### config.mk
export PLATFORM = sky130hd
export DESIGN_NAME = seg7_scan_ctrl
export DESIGN_NICKNAME = d
export VERILOG_FILES = /design/src/rtl/seg7_scan_ctrl.sv
export SDC_FILE = /design/constraint.sdc
export NUM_CORES = 1
export LEC_CHECK = 0
export CAP_MARGIN = 20
export CORE_UTILIZATION = 59
export CTS_CLUSTER_DIAMETER = 80
export DETAILED_ROUTE_END_ITERATION = 10
export PLACE_DENSITY_LB_ADDON = 0.15
export SLEW_MARGIN = 25
export SYNTH_ARGS = -nofsm -noshare
export SYNTH_HDL_FRONTEND = slang
export SYNTH_SLANG_ARGS = --single-unit
export TNS_END_PERCENT = 5
### constraint.sdc
create_clock -name clk -period 5.38 [get_ports clk]
set_input_delay 1.345 -clock clk [delete_from_list [all_inputs] [get_ports clk]]
set_output_delay 1.345 -clock clk [all_outputs]
set_load 0.005 [all_outputs]
### src/rtl/seg7_scan_ctrl.sv
// Multiplexed common-anode 7-segment scan controller: double-buffered digits, per-digit
// decimal points, leading-zero blanking, PWM brightness and an anti-ghosting blank interval.
module seg7_scan_ctrl #(
  parameter int N_DIG     = 4,
  parameter int FCLK_KHZ  = 50000,
  parameter int FSCAN_KHZ = 1,
  parameter int BLANK_CYC = 16,
  parameter int BRIGHT_W  = 3
) (
  input  logic                  clk,
  input  logic                  rst,
  input  logic [4*N_DIG-1:0]    dat,
  input  logic [N_DIG-1:0]      dp,
  input  logic                  dat_stb,
  input  logic                  blank_lz,
  input  logic [BRIGHT_W-1:0]   bright,
  output logic [N_DIG-1:0]      AN,
  output logic [6:0]            seg,
  output logic                  seg_P,
  output logic                  frame_sync
);

  localparam int P     = FCLK_KHZ / FSCAN_KHZ;
  localparam int CNT_W = (P > 1) ? $clog2(P) : 1;
  localparam int IDX_W = (N_DIG > 1) ? $clog2(N_DIG) : 1;
  localparam int OW    = CNT_W + 1;
  localparam int U     = (P - BLANK_CYC) >> BRIGHT_W;

  if (P <= BLANK_CYC + 2**BRIGHT_W) begin : g_bad_params
    $error("seg7_scan_ctrl: slot length too short for blank interval plus brightness steps");
  end

  logic [CNT_W-1:0]   r_cnt;
  logic [IDX_W-1:0]   r_idx;
  logic [4*N_DIG-1:0] r_act_dat, r_pend_dat;
  logic [N_DIG-1:0]   r_act_dp, r_pend_dp;
  logic               r_pend_vld;
  logic [OW-1:0]      r_on_len;
  logic               r_lz;
  logic [N_DIG-1:0]   r_an;
  logic [6:0]         r_seg;
  logic               r_seg_p;
  logic               r_fsync;

  logic               w_wrap, w_frame_start, w_xfer;
  logic [CNT_W-1:0]   w_cnt_nxt;
  logic [IDX_W-1:0]   w_idx_nxt;
  logic [4*N_DIG-1:0] w_act_dat_nxt;
  logic [N_DIG-1:0]   w_act_dp_nxt;
  logic [OW-1:0]      w_on_len_nxt;
  logic               w_lz_nxt;
  logic [N_DIG-1:0]   w_lz_mask;
  logic               w_run;
  logic [3:0]         w_nib;
  logic               w_dp_sel;
  logic               w_blank;
  logic [OW-1:0]      w_cnt_ext;
  logic               w_an_on;
  logic [N_DIG-1:0]   w_an_nxt;

  function automatic logic [6:0] hex2seg(input logic [3:0] h);
    case (h)
      4'h0: hex2seg = 7'h40;
      4'h1: hex2seg = 7'h79;
      4'h2: hex2seg = 7'h24;
      4'h3: hex2seg = 7'h30;
      4'h4: hex2seg = 7'h19;
      4'h5: hex2seg = 7'h12;
      4'h6: hex2seg = 7'h02;
      4'h7: hex2seg = 7'h78;
      4'h8: hex2seg = 7'h00;
      4'h9: hex2seg = 7'h10;
      4'hA: hex2seg = 7'h08;
      4'hB: hex2seg = 7'h03;
      4'hC: hex2seg = 7'h46;
      4'hD: hex2seg = 7'h21;
      4'hE: hex2seg = 7'h06;
      default: hex2seg = 7'h0E;
    endcase
  endfunction

  // Outputs are decoded from next-state values so the pins show slot cycle s == r_cnt.
  // NOTE: every variable gets a default at the top of always_comb; a path that leaves one unassigned infers a latch.
  always_comb begin
    w_wrap    = (r_cnt == CNT_W'(P - 1));
    w_cnt_nxt = w_wrap ? '0 : r_cnt + 1'b1;
    w_idx_nxt = r_idx;
    if (w_wrap) begin
      w_idx_nxt = (r_idx == IDX_W'(N_DIG - 1)) ? '0 : r_idx + 1'b1;
    end
    w_frame_start = w_wrap && (w_idx_nxt == '0);
    w_xfer        = w_frame_start && r_pend_vld;
    w_act_dat_nxt = w_xfer ? r_pend_dat : r_act_dat;
    w_act_dp_nxt  = w_xfer ? r_pend_dp  : r_act_dp;
    w_on_len_nxt  = w_wrap ? OW'(U) * (OW'(bright) + OW'(1)) : r_on_len;
    w_lz_nxt      = w_wrap ? blank_lz : r_lz;

    // Leading-zero run from the top digit; digit 0 is never part of it.
    w_lz_mask = '0;
    w_run     = 1'b1;
    for (int k = N_DIG - 1; k >= 1; k--) begin
      w_run        = w_run && (w_act_dat_nxt[4*k +: 4] == 4'h0) && !w_act_dp_nxt[k];
      w_lz_mask[k] = w_run;
    end

    w_nib    = '0;
    w_dp_sel = 1'b0;
    w_blank  = 1'b0;
    for (int k = 0; k < N_DIG; k++) begin
      if (w_idx_nxt == IDX_W'(k)) begin
        w_nib    = w_act_dat_nxt[4*k +: 4];
        w_dp_sel = w_act_dp_nxt[k];
        w_blank  = w_lz_nxt && w_lz_mask[k];
      end
    end

    w_cnt_ext = {1'b0, w_cnt_nxt};
    w_an_on   = !w_blank && (w_cnt_ext >= OW'(BLANK_CYC)) &&
                (w_cnt_ext < OW'(BLANK_CYC) + w_on_len_nxt);
    w_an_nxt  = '1;
    for (int k = 0; k < N_DIG; k++) begin
      if (w_idx_nxt == IDX_W'(k)) w_an_nxt[k] = !w_an_on;
    end
  end

  // NOTE: sequential state uses non-blocking assignments so every register samples pre-edge values.
  always_ff @(posedge clk or posedge rst) begin
    if (rst) begin
      r_cnt      <= '0;
      r_idx      <= '0;
      r_act_dat  <= '0;
      r_act_dp   <= '0;
      r_pend_dat <= '0;
      r_pend_dp  <= '0;
      r_pend_vld <= 1'b0;
      r_on_len   <= '0;
      r_lz       <= 1'b0;
    end else begin
      r_cnt     <= w_cnt_nxt;
      r_idx     <= w_idx_nxt;
      r_act_dat <= w_act_dat_nxt;
      r_act_dp  <= w_act_dp_nxt;
      r_on_len  <= w_on_len_nxt;
      r_lz      <= w_lz_nxt;
      // A strobe coinciding with the transfer wins: new data stays pending for the next frame.
      if (dat_stb) begin
        r_pend_dat <= dat;
        r_pend_dp  <= dp;
        r_pend_vld <= 1'b1;
      end else if (w_xfer) begin
        r_pend_vld <= 1'b0;
      end
    end
  end

  always_ff @(posedge clk or posedge rst) begin
    if (rst) begin
      r_an    <= '1;
      r_seg   <= 7'h7F;
      r_seg_p <= 1'b1;
      r_fsync <= 1'b0;
    end else begin
      r_an    <= w_an_nxt;
      r_seg   <= hex2seg(w_nib);
      r_seg_p <= ~w_dp_sel;
      r_fsync <= w_frame_start;
    end
  end

  assign AN         = r_an;
  assign seg        = r_seg;
  assign seg_P      = r_seg_p;
  assign frame_sync = r_fsync;

endmodule

### Word level (Yosys, flattened, before mapping)

Memories as Yosys holds them, arrays and structs flattened. A register that Yosys moved wholly into a read port is not among the register bits.
Index checks and enable logic that the tools add are counted.

| word-level totals | value |
|---|---|
| bits in registers | 83 |
| bits in read-only memories | 112 |
| input port bits | 27 |
| output and inout port bits | 13 |
| logic and storage cells | 72 |
| memories kept | 1 |

| operators by class | value |
|---|---|
| add/subtract/negate cells | 4 |
| multipliers | 1 |
| $lt $le $gt $ge | 2 |
| eq/ne operators | 5 |
| muxes and demuxes | 24 |
| bitwise operators | 1 |
| reductions and logical operators | 22 |

Memories:

| name | depth | width | rd ports | clocked after memory_dff | write ports | line | RTL |
|---|---|---|---|---|---|---|---|
| (no name shown) | 16 | 7 | 1 | 1 | 0 | 62 | `case (h)` |

Operators with widths:

| cell | count |
|---|---|
| two-way mux 16 bit | 2 |
| two-way mux 4 bit | 5 |
| adder 5 x 17 -> 17 bit (first input constant) | 1 |
| < comparator 16 x 17 -> 1 bit | 1 |
| two-way mux 17 bit | 1 |
| adder 16 x 1 -> 16 bit (second input constant) | 1 |
| == test 16 bit (second input constant) | 1 |
| greater-or-equal comparator 16 x 5 -> 1 bit (second input constant) | 1 |
| multiplier 10 x 4 -> 14 bit (first input constant) | 1 |
| two-way mux 1 bit | 14 |
| logical AND 1 bit | 12 |
| logical NOT 4 bit | 3 |
| == test 2 bit (second input constant) | 3 |
| logical NOT 1 bit | 5 |
| adder 3 x 1 -> 4 bit (second input constant) | 1 |
| two-way mux 2 bit | 2 |
| adder 2 x 1 -> 2 bit (second input constant) | 1 |
| == test 2 x 1 -> 1 bit (second input constant) | 1 |
| logical NOT 2 bit | 1 |
| nonzero test 2 bit | 1 |
| inverter 1 bit | 1 |

### Logic depth before layout (Yosys ltp)

| logic depth | value |
|---|---|
| word-level depth | 22 |
| depth in mapped cells | 25 |

### Least setup slack after synthesis

OpenSTA, ideal clock, no wires.

| path | value |
|---|---|
| path kind | input port to flip-flop |
| start | input port bright[0] |
| end | register r_an[0] (netlist: AN[0]) |
| setup time | 112 ps |
| data arrival time | 5630 ps |
| setup slack | -362 ps |
| stages | 22 |
| buffers on the path | 1 |
| cells stage by stage | inv_1 -> ha_1 -> clkbuf_1 -> xor2_1 -> ha_1 -> ha_1 -> inv_1 -> fa_1 -> xor2_1 -> nor4_1 -> a21oi_1 -> nor3_1 -> nand2_1 -> xor2_1 -> ha_1 -> or3_1 -> a221oi_1 -> a31oi_1 -> and2_1 -> and4b_1 -> a211oi_2 -> nand3_1 |

| on the way | value |
|---|---|
| word-level cells in the longest chain between the ends | 8 |

Ends and longest elaborated chain:

| element | line | RTL |
|---|---|---|
| start: declaration | 16 | `input logic [BRIGHT_W-1:0] bright,` |
| adder 3 x 1 -> 4 bit | 95 | `w_on_len_nxt = w_wrap ? OW'(U) * (OW'(bright) + OW'(1)) : r_on_len;` |
| multiplier 10 x 4 -> 14 bit | 95 |  |
| two-way mux 17 bit | 95 |  |
| adder 5 x 17 -> 17 bit | 119 | `(w_cnt_ext < OW'(BLANK_CYC) + w_on_len_nxt);` |
| < comparator 16 x 17 -> 1 bit | 119 |  |
| logical AND 1 bit | 118 | `w_an_on = !w_blank && (w_cnt_ext >= OW'(BLANK_CYC)) &&` |
| logical NOT 1 bit | 122 | `if (w_idx_nxt == IDX_W'(k)) w_an_nxt[k] = !w_an_on;` |
| two-way mux 1 bit | 122 |  |
| named net w_an_nxt[0] | 59 | `logic [N_DIG-1:0] w_an_nxt;` |
| end signal: assignment | 163 | `r_an <= w_an_nxt;` |
| end: declaration | 40 | `logic [N_DIG-1:0] r_an;` |

The timed path passes the listed nets, and every way through them passes these cells.
A chain may end at the register's enable or synchronous reset.

### Final worst setup path

Ends and elaborated chain as after synthesis.

==> impl_metrics.tcl <==
set metrics [dict create \
    status "finished, final reports clean" \
    gp_congestion 0.831 \
    syn_area_mm2 0.00539 \
    fp.dieW_um 97.6 \
    stdcell_count 703 \
    syn_avg_cell_area_um2 10.5 \
    nFillCells 563 \
    path_max_fanout 4 \
    clock.fmax_mhz 187 \
    wl_um 12200 \
    crit_type "primary input to flip-flop" \
    antenna_found_initial 0 \
    postSynthCellCount 511 \
    detail-route-antenna-nets 0 \
    critPathArrivalTime_ns 5.61 \
    dieHeight_um 97.6 \
    synth_edf_count 0 \
    dr.pass1.iters 5 \
    gr-total-overflow 0 \
    regArea_mm2 0.00227 \
    p_switching_uw 396 \
    finalNetCount 658 \
    vias 4125 \
    grt_max_degree 54 \
    yosys_warnings 0 \
    htree_levels 3 \
    synth.most_common_cell "dfrtp_1" \
    ys.flop_type "dfrtp_1" \
    grt_pass1_vias 4309 \
    cts.path.max_buffers 2 \
    initial_core_util 0.615 \
    period_share 0.994 \
    layout-drive-gt1-share 0.299 \
    die_area_mm2 0.00952 \
    dr.first_iter.drc_count 209 \
    p_seq_frac 0.506 \
    hold_class "flip-flop to flip-flop" \
    clk_pin_slew_ns 0.10 \
    numPlacedInstances 680 \
    final_area_mm2 0.00669 \
    timing.final.hold_violations 0 \
    coreArea_mm2 0.00876 \
    yosysTopAreaCellShare 0.362 \
    intPower_uw 995 \
    fin_crit_ns 5.35 \
    viasPerCell 5.87 \
    drc 0 \
    start_kind "primary input" \
    yosys-top-cells-area "dfrtp_1, ha_1, mux2_2, dfstp_2, mux2i_1" \
    netSwitchingFraction 0.285 \
    portBuffers 39 \
    synth_seq_area_share 0.421 \
    cts_tree "yes" \
    synth_top_area_cell "dfrtp_1" \
    root_buffer "clkbuf_8" \
    worst_pin_slew_ns 0.942 \
    synth_async_sr_flop_share 1.00 \
    p_per_area_mw_per_mm2 208 \
    relSlewSlack 0.370 \
    vdd_ir_drop_max_uv 170 \
    hpwlAfterDp_um 8790 \
    setup_viol 0 \
    multi_input_area_mm2 0.00318 \
    ys_ff_latch 90 \
    dpl-instance-area_mm2 0.00620 \
    ys_types 65 \
    yosys-top-cells-count "dfrtp_1, mux2_2, nand2_1" \
    clock_latency_ns 0.37 \
    ios 40 \
    cts_made_buffers 9 \
    required_ns 5.64 \
    power_frac_comb 0.168 \
    finalSetupTns_ns 0 \
    skew_ns 0.0174 \
    leakage_nw 3.05 \
    endpoint_kind "flip-flop" \
    grt_pass1_wl_um 20700 \
    clockPowerShare 0.326 \
    syn-num-nets 579 \
    wl_per_cell_um 17.4 \
    syn2layout_area_growth_pct 24.1 \
    cts.sinks 90 \
    drv_slew 0 \
    num_rows 34 \
    rsz0062_at_grt "yes" \
    ctsHoldBuffers 0 \
    antenna_cells 0 \
    track_usage 0.272 \
    drv_cap 0 \
]
[worst max-delay path, cell delays in order]
cell,delay (ns)
buf_8,0.09
clkinvlp_4,0.09
ha_4,0.30
buf_6,0.11
ha_4,0.21
ha_4,0.27
inv_2,0.04
fa_2,0.42
buf_12,0.16
xor2_4,0.16
nor4_4,0.27
a21oi_2,0.13
nor2_1,0.12
a21oi_1,0.07
or2_4,0.27
ha_4,0.16
or3_4,0.38
a221oi_2,0.17
a31oi_1,0.14
and2_1,0.18
and4b_1,0.18
a211oi_2,0.24
nand3_1,0.12
[area by class of cell]
cell class                 count  share of cell area
timing repair buffer          91               0.120
inverter                      27              0.0165
tap                          108              0.0202
sequential                    90               0.339
clock buffer                   9              0.0185
multi-input combinational    371               0.475
clock inverter                 7              0.0105
[final timing paths]
path,from,depth (start not counted),endpoint,slack [ns]
setup / recovery,bright[0],23,AN[0]$_DFF_PP1_,0.03
hold / removal,r_on_len[1]$_DFF_PP0_,2,r_on_len[1]$_DFF_PP0_,0.47
setup reg to reg,r_cnt[0]$_DFF_PP0_,20,AN[0]$_DFF_PP1_,0.97
hold reg to reg,r_on_len[1]$_DFF_PP0_,2,r_on_len[1]$_DFF_PP0_,0.47
max in group asynchronous,rst,3,AN[1]$_DFF_PP1_,3.00
min in group asynchronous,rst,2,r_pend_dat[13]$_DFFE_PP0P_,1.42
[layout by cell type, fill, tap and decap left out, types with 3 or more instances in the layout]
cell	count
clkbuf_8	9
nor3b_1	3
mux2i_1	17
o21ai_1	4
or4_1	5
and3_1	7
nand4_1	11
nand2_1	41
xor2_1	13
dfstp_2	12
nand3_1	16
buf_4	51
nor4_4	4
ha_2	3
and2_1	6
nor4_1	3
ha_1	29
nor2b_1	4
nor3_1	11
dfrtp_1	78
o21ai_0	16
ha_4	8
clkdlybuf4s50_1	36
nor2_1	23
and4_1	3
inv_2	4
a31oi_1	9
mux2_2	43
or3_1	4
o32ai_1	3
xnor2_1	17
a21oi_2	3
inv_1	20
a21oi_1	12
[repair_timing]
item | 4_1_cts | 5_1_grt
resized for setup | 36 | 14
setup buffers | 7 | 1
pin swaps | 30 | 22
endpoints found under the setup margin | 4 | 4
[power groups by stage]
stage	logic (mW)	registers (mW)	clock network, mW
2_1_floorplan	0.107	0.713	0
3_3_place_gp	0.177	0.716	0
3_5_place_dp	0.182	0.717	0
4_1_cts	0.214	0.704	0.462
5_1_grt	0.253	0.707	0.488
6_report	0.233	0.704	0.454
[flip-flops by register name (all words and copies together), names as in the netlist]
signal	flops
AN	4
frame_sync	1
r_act_dat	16
r_act_dp	4
r_cnt	16
r_idx	2
r_lz	1
r_on_len	17
r_pend_dat	16
r_pend_dp	4
r_pend_vld	1
seg	7
seg_P	1
[cells by family after synthesis]
| kind of cell | after synthesis | synth area share |
|---|---|---|
| adders and majority gates | 41 | 0.0966 |
| muxes | 65 | 0.138 |
| xor gates and xnor gates | 33 | 0.0536 |
| DFF | 90 | 0.421 |
| buffers and inverters | 50 | 0.0425 |
| AOI/OAI and AO/OA | 72 | 0.0873 |
| and+or+nand+nor | 160 | 0.162 |
[layer usage]
layer  track usage  up-vias  part of all wire
met5             0        -                 0
met4        0.0803        0             0.019
met3        0.0302       26             0.033
met2         0.486       92              0.52
met1         0.347     2023              0.43
li1              -     1984                 -
[stage by stage]
stage	setup WS [ns]	utilization	power (mW)	hold WS [ns]
final	0.0316	0.763	1.39	0.473
after global routing	-0.189	0.763	1.45	0.520
after CTS	0.0139	0.753	1.38	0.480
after detailed placement	-0.908	0.708	0.899	0.458
after global placement	-0.795	0.708	0.894	0.445
after floorplan	-0.0916	-	0.819	0.432
Power figures use the tool's default switching activity.
